$ cat config.mk
export PLATFORM = sky130hd
export DESIGN_NAME = writeback_arbiter
export DESIGN_NICKNAME = d
export VERILOG_FILES = /design/src/rtl/writeback_arbiter.sv
export SDC_FILE = /design/constraint.sdc
export NUM_CORES = 1
export LEC_CHECK = 0
export ABC_CLOCK_PERIOD_IN_PS = 3700
export CORE_MARGIN = 8
export CORE_UTILIZATION = 33
export DETAILED_ROUTE_END_ITERATION = 8
export PLACE_DENSITY = 0.57
export SYNTH_ARGS = -nofsm -noshare
export SYNTH_HDL_FRONTEND = slang
export SYNTH_SLANG_ARGS = --single-unit
$ cat constraint.sdc
create_clock -name clk_i -period 3.7 [get_ports clk_i]
set_input_delay 0.74 -clock clk_i [delete_from_list [all_inputs] [get_ports clk_i]]
set_output_delay 0.74 -clock clk_i [all_outputs]
set_load 0.05 [all_outputs]
$ cat src/rtl/writeback_arbiter.sv
// Two-source register-file write-port arbiter: ALU results have fixed priority,
// and load results are guaranteed a win after MAX_WAIT consecutive losses.
module writeback_arbiter #(
  parameter int REG_COUNT = 32,
  parameter int REG_WIDTH = 32,
  parameter int MAX_WAIT  = 4,
  parameter int DROP_ZERO = 1
) (
  input  logic                         clk_i,
  input  logic                         reset_i,
  input  logic                         alu_valid_i,
  output logic                         alu_ready_o,
  input  logic [$clog2(REG_COUNT)-1:0] alu_rd_i,
  input  logic [REG_WIDTH-1:0]         alu_data_i,
  input  logic                         mem_valid_i,
  output logic                         mem_ready_o,
  input  logic [$clog2(REG_COUNT)-1:0] mem_rd_i,
  input  logic [REG_WIDTH-1:0]         mem_data_i,
  output logic                         wr_en_o,
  output logic [$clog2(REG_COUNT)-1:0] wr_address_o,
  output logic [REG_WIDTH-1:0]         wr_data_o,
  output logic                         idle_o
);

  localparam int AW = $clog2(REG_COUNT);
  localparam logic [7:0] WAIT_LIMIT = 8'(MAX_WAIT);

  logic                 alu_hold_valid;
  logic [AW-1:0]        alu_hold_rd;
  logic [REG_WIDTH-1:0] alu_hold_data;
  logic                 mem_hold_valid;
  logic [AW-1:0]        mem_hold_rd;
  logic [REG_WIDTH-1:0] mem_hold_data;
  logic [7:0]           wait_cnt;

  logic alu_grant;
  logic mem_grant;
  logic alu_xfer;
  logic mem_xfer;
  logic alu_load;
  logic mem_load;
  logic both_valid;

  // Grants look only at holder state, so ready never depends on valid.
  always_comb begin
    both_valid = alu_hold_valid && mem_hold_valid;
    alu_grant  = alu_hold_valid && (!mem_hold_valid || (wait_cnt < WAIT_LIMIT));
    mem_grant  = mem_hold_valid && (!alu_hold_valid || (wait_cnt >= WAIT_LIMIT));
  end

  assign alu_ready_o = !alu_hold_valid || alu_grant;
  assign mem_ready_o = !mem_hold_valid || mem_grant;

  assign alu_xfer = alu_valid_i && alu_ready_o;
  assign mem_xfer = mem_valid_i && mem_ready_o;

  // Writes to r0 complete the handshake but never occupy a holder.
  assign alu_load = alu_xfer && !((DROP_ZERO != 0) && (alu_rd_i == '0));
  assign mem_load = mem_xfer && !((DROP_ZERO != 0) && (mem_rd_i == '0));

  always_ff @(posedge clk_i or posedge reset_i) begin
    if (reset_i) begin
      alu_hold_valid <= 1'b0;
      alu_hold_rd    <= '0;
      alu_hold_data  <= '0;
    end else if (alu_load) begin
      alu_hold_valid <= 1'b1;
      alu_hold_rd    <= alu_rd_i;
      alu_hold_data  <= alu_data_i;
    end else if (alu_grant) begin
      alu_hold_valid <= 1'b0;
    end
  end

  always_ff @(posedge clk_i or posedge reset_i) begin
    if (reset_i) begin
      mem_hold_valid <= 1'b0;
      mem_hold_rd    <= '0;
      mem_hold_data  <= '0;
    end else if (mem_load) begin
      mem_hold_valid <= 1'b1;
      mem_hold_rd    <= mem_rd_i;
      mem_hold_data  <= mem_data_i;
    end else if (mem_grant) begin
      mem_hold_valid <= 1'b0;
    end
  end

  // Counts contested cycles the load path has lost in a row.
  always_ff @(posedge clk_i or posedge reset_i) begin
    if (reset_i) begin
      wait_cnt <= '0;
    end else if (mem_grant || !mem_hold_valid) begin
      wait_cnt <= '0;
    end else if (both_valid) begin
      wait_cnt <= wait_cnt + 8'd1;
    end
  end

  always_ff @(posedge clk_i or posedge reset_i) begin
    if (reset_i) begin
      wr_en_o      <= 1'b0;
      wr_address_o <= '0;
      wr_data_o    <= '0;
    end else begin
      wr_en_o <= alu_grant || mem_grant;
      if (alu_grant) begin
        wr_address_o <= alu_hold_rd;
        wr_data_o    <= alu_hold_data;
      end else if (mem_grant) begin
        wr_address_o <= mem_hold_rd;
        wr_data_o    <= mem_hold_data;
      end
    end
  end

  assign idle_o = !alu_hold_valid && !mem_hold_valid && !wr_en_o;

endmodule

Yosys cells after proc, flatten, opt, wreduce, memory -nomap -nowiden
Cells that the tools add are included.

cells by class
  $add $sub $neg = 1
  magnitude comparators = 2
  muxes and demuxes = 10
  reduce and logical (&&, ||, !) cells = 25

operators by type and width
  operator             count
  $mux 32              2
  $mux 8               2
  $logic_not 5->1      2
  $mux 5               2
  $logic_and 1x1->1    9
  $add 8x1->8 const B  1
  $ge 8x3->1 const B   1
  $lt 8x3->1 const B   1
  $reduce_bool 2->1    4
  $logic_not 1->1      5
  $logic_or 1x1->1     5
  $mux 1               4

word-level totals
  flip-flop bits (word level) = 122
  bits of input ports = 78
  output and inout bits = 41
  logic and storage cells = 48

Depth between registers and ports, before layout
Gate-level depths: netlist (run 1).

  depth after elaboration = 7
  depth in mapped cells = 7
  gate-level depth less buffers = 4

Worst setup path before layout (run 1)
OpenSTA, ideal clock, no wires.

  path type = reg-to-output
  from = register mem_hold_valid
  to = output port idle_o
  arrival time = 1.816 ns
  setup slack = 1.144 ns
  stages on the path, launching flop included = 6
  path buffers = 3
  cells stage by stage = dfrtp_1 -> clkbuf_1 -> clkbuf_1 -> clkbuf_1 -> or2_2 -> nor2_1

between the ends
  longest elaborated chain between the ends = 3

ends and longest elaborated chain
  item                            line  text
  start, declared                 31    logic mem_hold_valid;
  start signal, assigned          77    mem_hold_valid <= 1'b0;
  start signal, assigned          81    mem_hold_valid <= 1'b1;
  start signal, assigned          85    mem_hold_valid <= 1'b0;
  $logic_not 1->1                 117   assign idle_o = !alu_hold_valid && !mem_hold_valid && !wr_en_o;
  $logic_and 1x1->1 (2 in a row)  117
  end, declared                   22    output logic idle_o

No other way between the ends.

Final worst setup path (run 1)
  from = register wait_cnt[2]
  to = output port mem_ready_o

between the ends
  longest elaborated chain between the ends = 4

ends and longest elaborated chain
  item                    line  text
  start, declared         34    logic [7:0] wait_cnt;
  start signal, assigned  96    wait_cnt <= wait_cnt + 8'd1;
  $ge 8x3->1              48    mem_grant = mem_hold_valid && (!alu_hold_valid || (wait_cnt >= WAIT_LIMIT));
  $logic_or 1x1->1        48
  $logic_and 1x1->1       48
  $logic_or 1x1->1        52    assign mem_ready_o = !mem_hold_valid || mem_grant;
  end, declared           16    output logic mem_ready_o,

No other way between the ends.

==> impl_metrics.toml, run 1 <==
[global_route]
grt_antenna_before_repair = 0
grt-ovfl-total = 0
grt_pass1_vias = 3791
grt_pass1_wl_um = 21700
grt_start_max_net_pins = 68
grtUsageTotal = 0.140

[route]
vias_per_cell = 4.91
drtAntennaViolNets = 0
wire_per_inst_um = 18.8
wl_met2_um = 6370
drt_pass1_iterations = 4
drt-initial-drc-count = 192
via_count = 3471
wirelength_um = 13300
wl_met1_um = 5880
wl_met3_um = 799
dr.max_layer_used = "met4"
drc = 0

[yosys]
ys.flop_type = "dfrtp_1"
synth_seq_cells = 122
synthCells = 355
synth_cell_types = 34
avgSynthCellArea_um2 = 14.7
yosys_warnings = 0
syn_area_um2 = 5210
synthArstFlopShare = 1.00
synth_edf_count = 0
yosysSeqAreaShare = 0.586

[outcome]
status = "finished, final reports clean"

[timing]
hold_viol = 0
slew_headroom = 0.354
fin_crit_sh = 0.897
grt_setup_unrepaired = "false"
fin_skew_ns = 0.0140
fin_tns_setup_ns = 0
setup_viol = 0
fmax_mhz = 301
maxSlewViolCount = 0
layout_min_cycle_time_ns = 3.32
tightest_slew_ns = 0.970

[die]
initial_core_util = 0.333
fp.coreArea_um2 = 15700
pin_count = 119
placementRows = 46
die-area_um2 = 20100
die_w_um = 142
die_h_um = 142

[power]
seqPwrFrac = 0.385
p_per_area_nw_per_um2 = 591
power_frac_clock = 0.402
netSwitchingFraction = 0.279
vdd_ir_drop_max_mv = 0.333
combPwrFrac = 0.213
switchingPower_mw = 1.19
cellLeakagePower_nw = 3.02
p_int_mw = 3.08

[placement]
place.gp.congestion = 0.742
hpwl_um = 9020
io_buffers = 118
placed_area_um2 = 6600

[cts]
clockBufferDepth = 2
cts_tree = "done"
ctsRootBufferMaster = "clkbuf_16"
cts_setup_buffers = 0
cts_max_level = 4
clkTransAtPathRegs_ns = 0.05
cts.sink_count = 122
clk_latency_ns = 0.41
cts_buffers = 17
hold_buffers = 0
post_cts_resized = 0

[min_path]
hp-class = "flip-flop to flip-flop"

[cells_and_area]
fin_nets = 558
final_area_um2 = 7220
syn_to_final_growth_pct = 38.7
n_antenna_cell = 0
num-fill-cells = 1420
multiInputGateArea_um2 = 2000
postLayoutCoreUtil = 0.461
regArea_um2 = 3050
drive_gt1_frac = 0.308

[worst_setup_path]
cp.arrival_ns = 2.58
critical_path_class = "flip-flop to primary output"
path_max_fanout = 12
endpoint_kind = "primary output"
crit_required_ns = 2.96
crit_path_start_kind = "flip-flop"

[job]
cap_violations = 0
## per-stage QoR
step	cells	hold slack (ns)	worst slack [ns]	power, mW
finish	707	0.457	0.382	4.27
global route	707	0.471	0.323	4.44
CTS	707	0.461	0.366	4.32
detailed placement	675	0.454	0.716	2.58
global placement	675	0.449	0.793	2.57
floorplan	359	0.432	1.14	2.24
## path summary, 6_finish.rpt
check,startpoint,endpoint,slack [ns],cells after the start
setup reg to reg,mem_hold_valid$_DFFE_PP0P_,mem_hold_data[18]$_DFFE_PP0P_,1.12,5
min in group asynchronous,reset_i,alu_hold_data[10]$_DFFE_PP0P_,0.79,2
hold / removal,wait_cnt[0]$_DFFE_PP0P_,wait_cnt[0]$_DFFE_PP0P_,0.46,1
max in group asynchronous,reset_i,mem_hold_data[24]$_DFFE_PP0P_,2.11,3
hold reg to reg,wait_cnt[0]$_DFFE_PP0P_,wait_cnt[0]$_DFFE_PP0P_,0.46,1
setup / recovery,wait_cnt[2]$_DFFE_PP0P_,mem_ready_o,0.38,3
## cell usage after synthesis (2+ instances only)
library cell | n | area [um^2]
buf_2 | 3 | 15.0
ha_1 | 2 | 25.0
inv_1 | 4 | 15.0
nor2_1 | 5 | 18.8
o221a_2 | 37 | 417
a211o_1 | 22 | 193
a32o_1 | 5 | 50.1
buf_12 | 3 | 60.1
nor2b_1 | 22 | 138
mux2_2 | 33 | 372
nand2_1 | 6 | 22.5
or3_1 | 16 | 100
dfrtp_1 | 122 | 3050
a22o_1 | 5 | 43.8
or2_2 | 3 | 18.8
mux2_4 | 30 | 450
clkbuf_1 | 19 | 71.3
and2_1 | 2 | 12.5
## state kept, by name (all words and copies together), names as in the netlist
register	flops
wr_en_o	1
alu_hold_valid	1
alu_hold_data	32
mem_hold_valid	1
mem_hold_rd	5
mem_hold_data	32
wr_address_o	5
wr_data_o	32
wait_cnt	8
alu_hold_rd	5
## worst max-delay path, stage by stage, from the launching register on
cell and delay (ns):
dfrtp_1 0.40, or4_4 0.55, or3_4 0.48, clkdlybuf4s50_1 0.73
## final cells by class
cell class,count,area share
clock buffer,21,0.0665
clock inverter,11,0.0198
inverter,4,0.00260
tap,216,0.0374
timing repair buffer,126,0.174
multi-input combinational,207,0.277
sequential,122,0.423
## logic make-up (layout without fill, tap and decap cells)
kind of cell | count (synthesis) | after routing | synth area share
AO/OA/AOI/OAI | 74 | 74 | 0.142
multiplexers | 64 | 64 | 0.160
other | 1 | 5 | 0.000720
buffers and inverters | 30 | 162 | 0.0332
XOR/XNOR | 1 | 1 | 0.00168
AND/OR/NAND/NOR | 61 | 61 | 0.0716
adder cells (fa/ha/maj) | 2 | 2 | 0.00481
flip-flops | 122 | 122 | 0.586
## routing by layer
layer | global-route usage | vias to the layer above
met5 | 0 | -
met4 | 0.0661 | 0
met3 | 0.0440 | 14
met2 | 0.215 | 103
met1 | 0.177 | 1780
li1 | - | 1574
## cell usage in the layout (no fill, tap or decap), types with 2 or more instances in the layout
| cell | synthesis | layout |
|---|---|---|
| a211o_1 | 22 | 22 |
| ha_1 | 2 | 2 |
| mux2_4 | 30 | 30 |
| inv_1 | 4 | 3 |
| o221a_2 | 37 | 37 |
| dfrtp_1 | 122 | 121 |
| clkinv_2 | 0 | 3 |
| bufinv_16 | 0 | 3 |
| nor2b_1 | 22 | 22 |
| nand2_1 | 6 | 6 |
| clkdlybuf4s50_1 | 0 | 118 |
| a32o_1 | 5 | 5 |
| mux2_2 | 33 | 33 |
| clkinvlp_4 | 0 | 6 |
| clkbuf_8 | 0 | 4 |
| o21ai_2 | 1 | 2 |
| conb_1 | 1 | 5 |
| or3_1 | 16 | 16 |
| clkbuf_16 | 0 | 17 |
| buf_4 | 0 | 7 |
| nor2_1 | 5 | 5 |
| a22o_1 | 5 | 5 |
| or2_2 | 3 | 3 |
## power by group through the flow
stage,Sequential (mW),Clock [mW],Combinational (mW)
2_1_floorplan,1.88,0,0.361
6_report,1.64,1.72,0.907
4_1_cts,1.65,1.76,0.921
5_1_grt,1.67,1.81,0.958
3_5_place_dp,1.67,0,0.917
3_3_place_gp,1.66,0,0.905
No activity file was read; power rests on OpenSTA's default activity.
==> inputs of run 2 (changes only) <==
RECOVER_POWER = 50   (was not set)
==> impl_metrics.toml, run 2 (same netlist as run 1, synthesis figures left out) <==
[cts]
ctsRootBufferMaster = "clkbuf_16"
cts_max_level = 4
post_cts_resized = 0
clkTransAtPathRegs_ns = 0.05
cts_tree = "done"
cts_buffers = 17
clockBufferDepth = 2
clk_latency_ns = 0.41
cts_setup_buffers = 0
hold_buffers = 0
cts.sink_count = 122

[timing]
fmax_mhz = 290
hold_viol = 0
fin_skew_ns = 0.0142
tightest_slew_ns = 1.49
maxSlewViolCount = 0
fin_tns_setup_ns = 0
fin_crit_sh = 0.933
setup_viol = 0
slew_headroom = 0.00208
grt_setup_unrepaired = "false"
layout_min_cycle_time_ns = 3.45

[die]
pin_count = 119
fp.coreArea_um2 = 15700
die_h_um = 142
die_w_um = 142
initial_core_util = 0.333
placementRows = 46
die-area_um2 = 20100

[global_route]
grt_pass1_wl_um = 21700
grt_use_met2 = 0.215
grt_start_max_net_pins = 68
grtUsageTotal = 0.140
grt_antenna_before_repair = 0
grt-ovfl-total = 0
grt_pass1_vias = 3791
grt.met1_usage = 0.177
grt_busiest_layer = "met2"
grt_use_met3 = 0.0440

[route]
wirelength_um = 13300
drtAntennaViolNets = 0
wire_per_inst_um = 18.8
vias_per_cell = 4.89
via_count = 3460
drc = 0
drt_pass1_iterations = 4
drt-initial-drc-count = 182

[cells_and_area]
n_antenna_cell = 0
num-fill-cells = 1427
final_common_cell = "dfrtp_1"
top_regs = "alu_hold_data (32), mem_hold_data (32), wr_data_o (32)"
drive_gt1_frac = 0.301
fin_nets = 558
syn_to_final_growth_pct = 38.3
final_cell_mix = "dfrtp_1 (121), clkdlybuf4s50_1 (116), o221a_2 (37)"
stdcell_count = 707

[outcome]
status = "complete, but fails checks"
violations = "capacitance limit"

[power]
netSwitchingFraction = 0.279
p_per_area_nw_per_um2 = 592
seqPwrFrac = 0.385
cellLeakagePower_nw = 3.00
combPwrFrac = 0.212
p_int_mw = 3.07
vdd_ir_drop_max_mv = 0.332
switchingPower_mw = 1.19
power_frac_clock = 0.403

[worst_setup_path]
crit_path_start_kind = "flip-flop"
path_max_fanout = 12
endpoint_kind = "primary output"
startpoint = "wait_cnt[2]$_DFFE_PP0P_"
reg2reg_from = "mem_hold_valid$_DFFE_PP0P_"
crit_required_ns = 2.96
critical_path_class = "flip-flop to primary output"
cp.arrival_ns = 2.71

[placement]
place.gp.congestion = 0.742
io_buffers = 118
hpwl_um = 9020
place_inst = 675

[job]
cap_violations = 1

[min_path]
hp-class = "flip-flop to flip-flop"
hold_path_startpoint = "wait_cnt[0]$_DFFE_PP0P_"
[run 2: path summary, 6_finish.rpt]
path                                            endpoint  slack (ns)  cells after the start
min in group asynchronous  alu_hold_data[10]$_DFFE_PP0P_        1.12                      2
hold reg to reg                  wait_cnt[0]$_DFFE_PP0P_        0.46                      1
hold / removal                   wait_cnt[0]$_DFFE_PP0P_        0.46                      1
setup reg to reg           mem_hold_data[18]$_DFFE_PP0P_        0.54                      5
max in group asynchronous              wr_en_o$_DFF_PP0_        0.71                      3
setup / recovery                             mem_ready_o        0.25                      3
[run 2: power by group through the flow]
stage          logic [mW]  registers, mW  clock network (mW)
2_1_floorplan       0.361           1.88                   0
3_3_place_gp        0.905           1.66                   0
3_5_place_dp        0.917           1.67                   0
4_1_cts             0.921           1.65                1.76
5_1_grt             0.955           1.67                1.81
6_report            0.904           1.64                1.72
[run 2: critical path: stages, from the launching register on]
cell and delay, ns:
dfrtp_1 0.40, or4_4 0.55, or3_1 0.57, clkdlybuf4s50_1 0.78
[run 2: through the flow]
stage	setup WS (ns)	util	hold slack [ns]	total power [mW]	area, um^2
2_1_floorplan	1.14	-	0.432	2.24	5230
3_3_place_gp	0.793	0.421	0.449	2.57	6600
3_5_place_dp	0.716	0.421	0.454	2.58	6600
4_1_cts	0.366	0.461	0.461	4.32	7220
5_1_grt	0.183	0.460	0.471	4.44	7200
6_report	0.249	0.460	0.457	4.26	7200
[run 2: layer usage]
layer / part of all wire / up-vias
met2: 0.48 / 103
li1: - / 1574
met1: 0.44 / 1769
met5: 0 / -
met3: 0.056 / 14
met4: 0.021 / 0
[run 2: layout make-up]
| type | count | area [um^2] | area share |
|---|---|---|---|
| Tap cell | 216 | 270 | 0.0375 |
| Inverter | 4 | 16.3 | 0.00226 |
| Multi-Input combinational cell | 207 | 1990 | 0.276 |
| Clock inverter | 11 | 143 | 0.0198 |
| Sequential cell | 122 | 3050 | 0.424 |
| Timing Repair Buffer | 126 | 1250 | 0.174 |
| Clock buffer | 21 | 480 | 0.0667 |
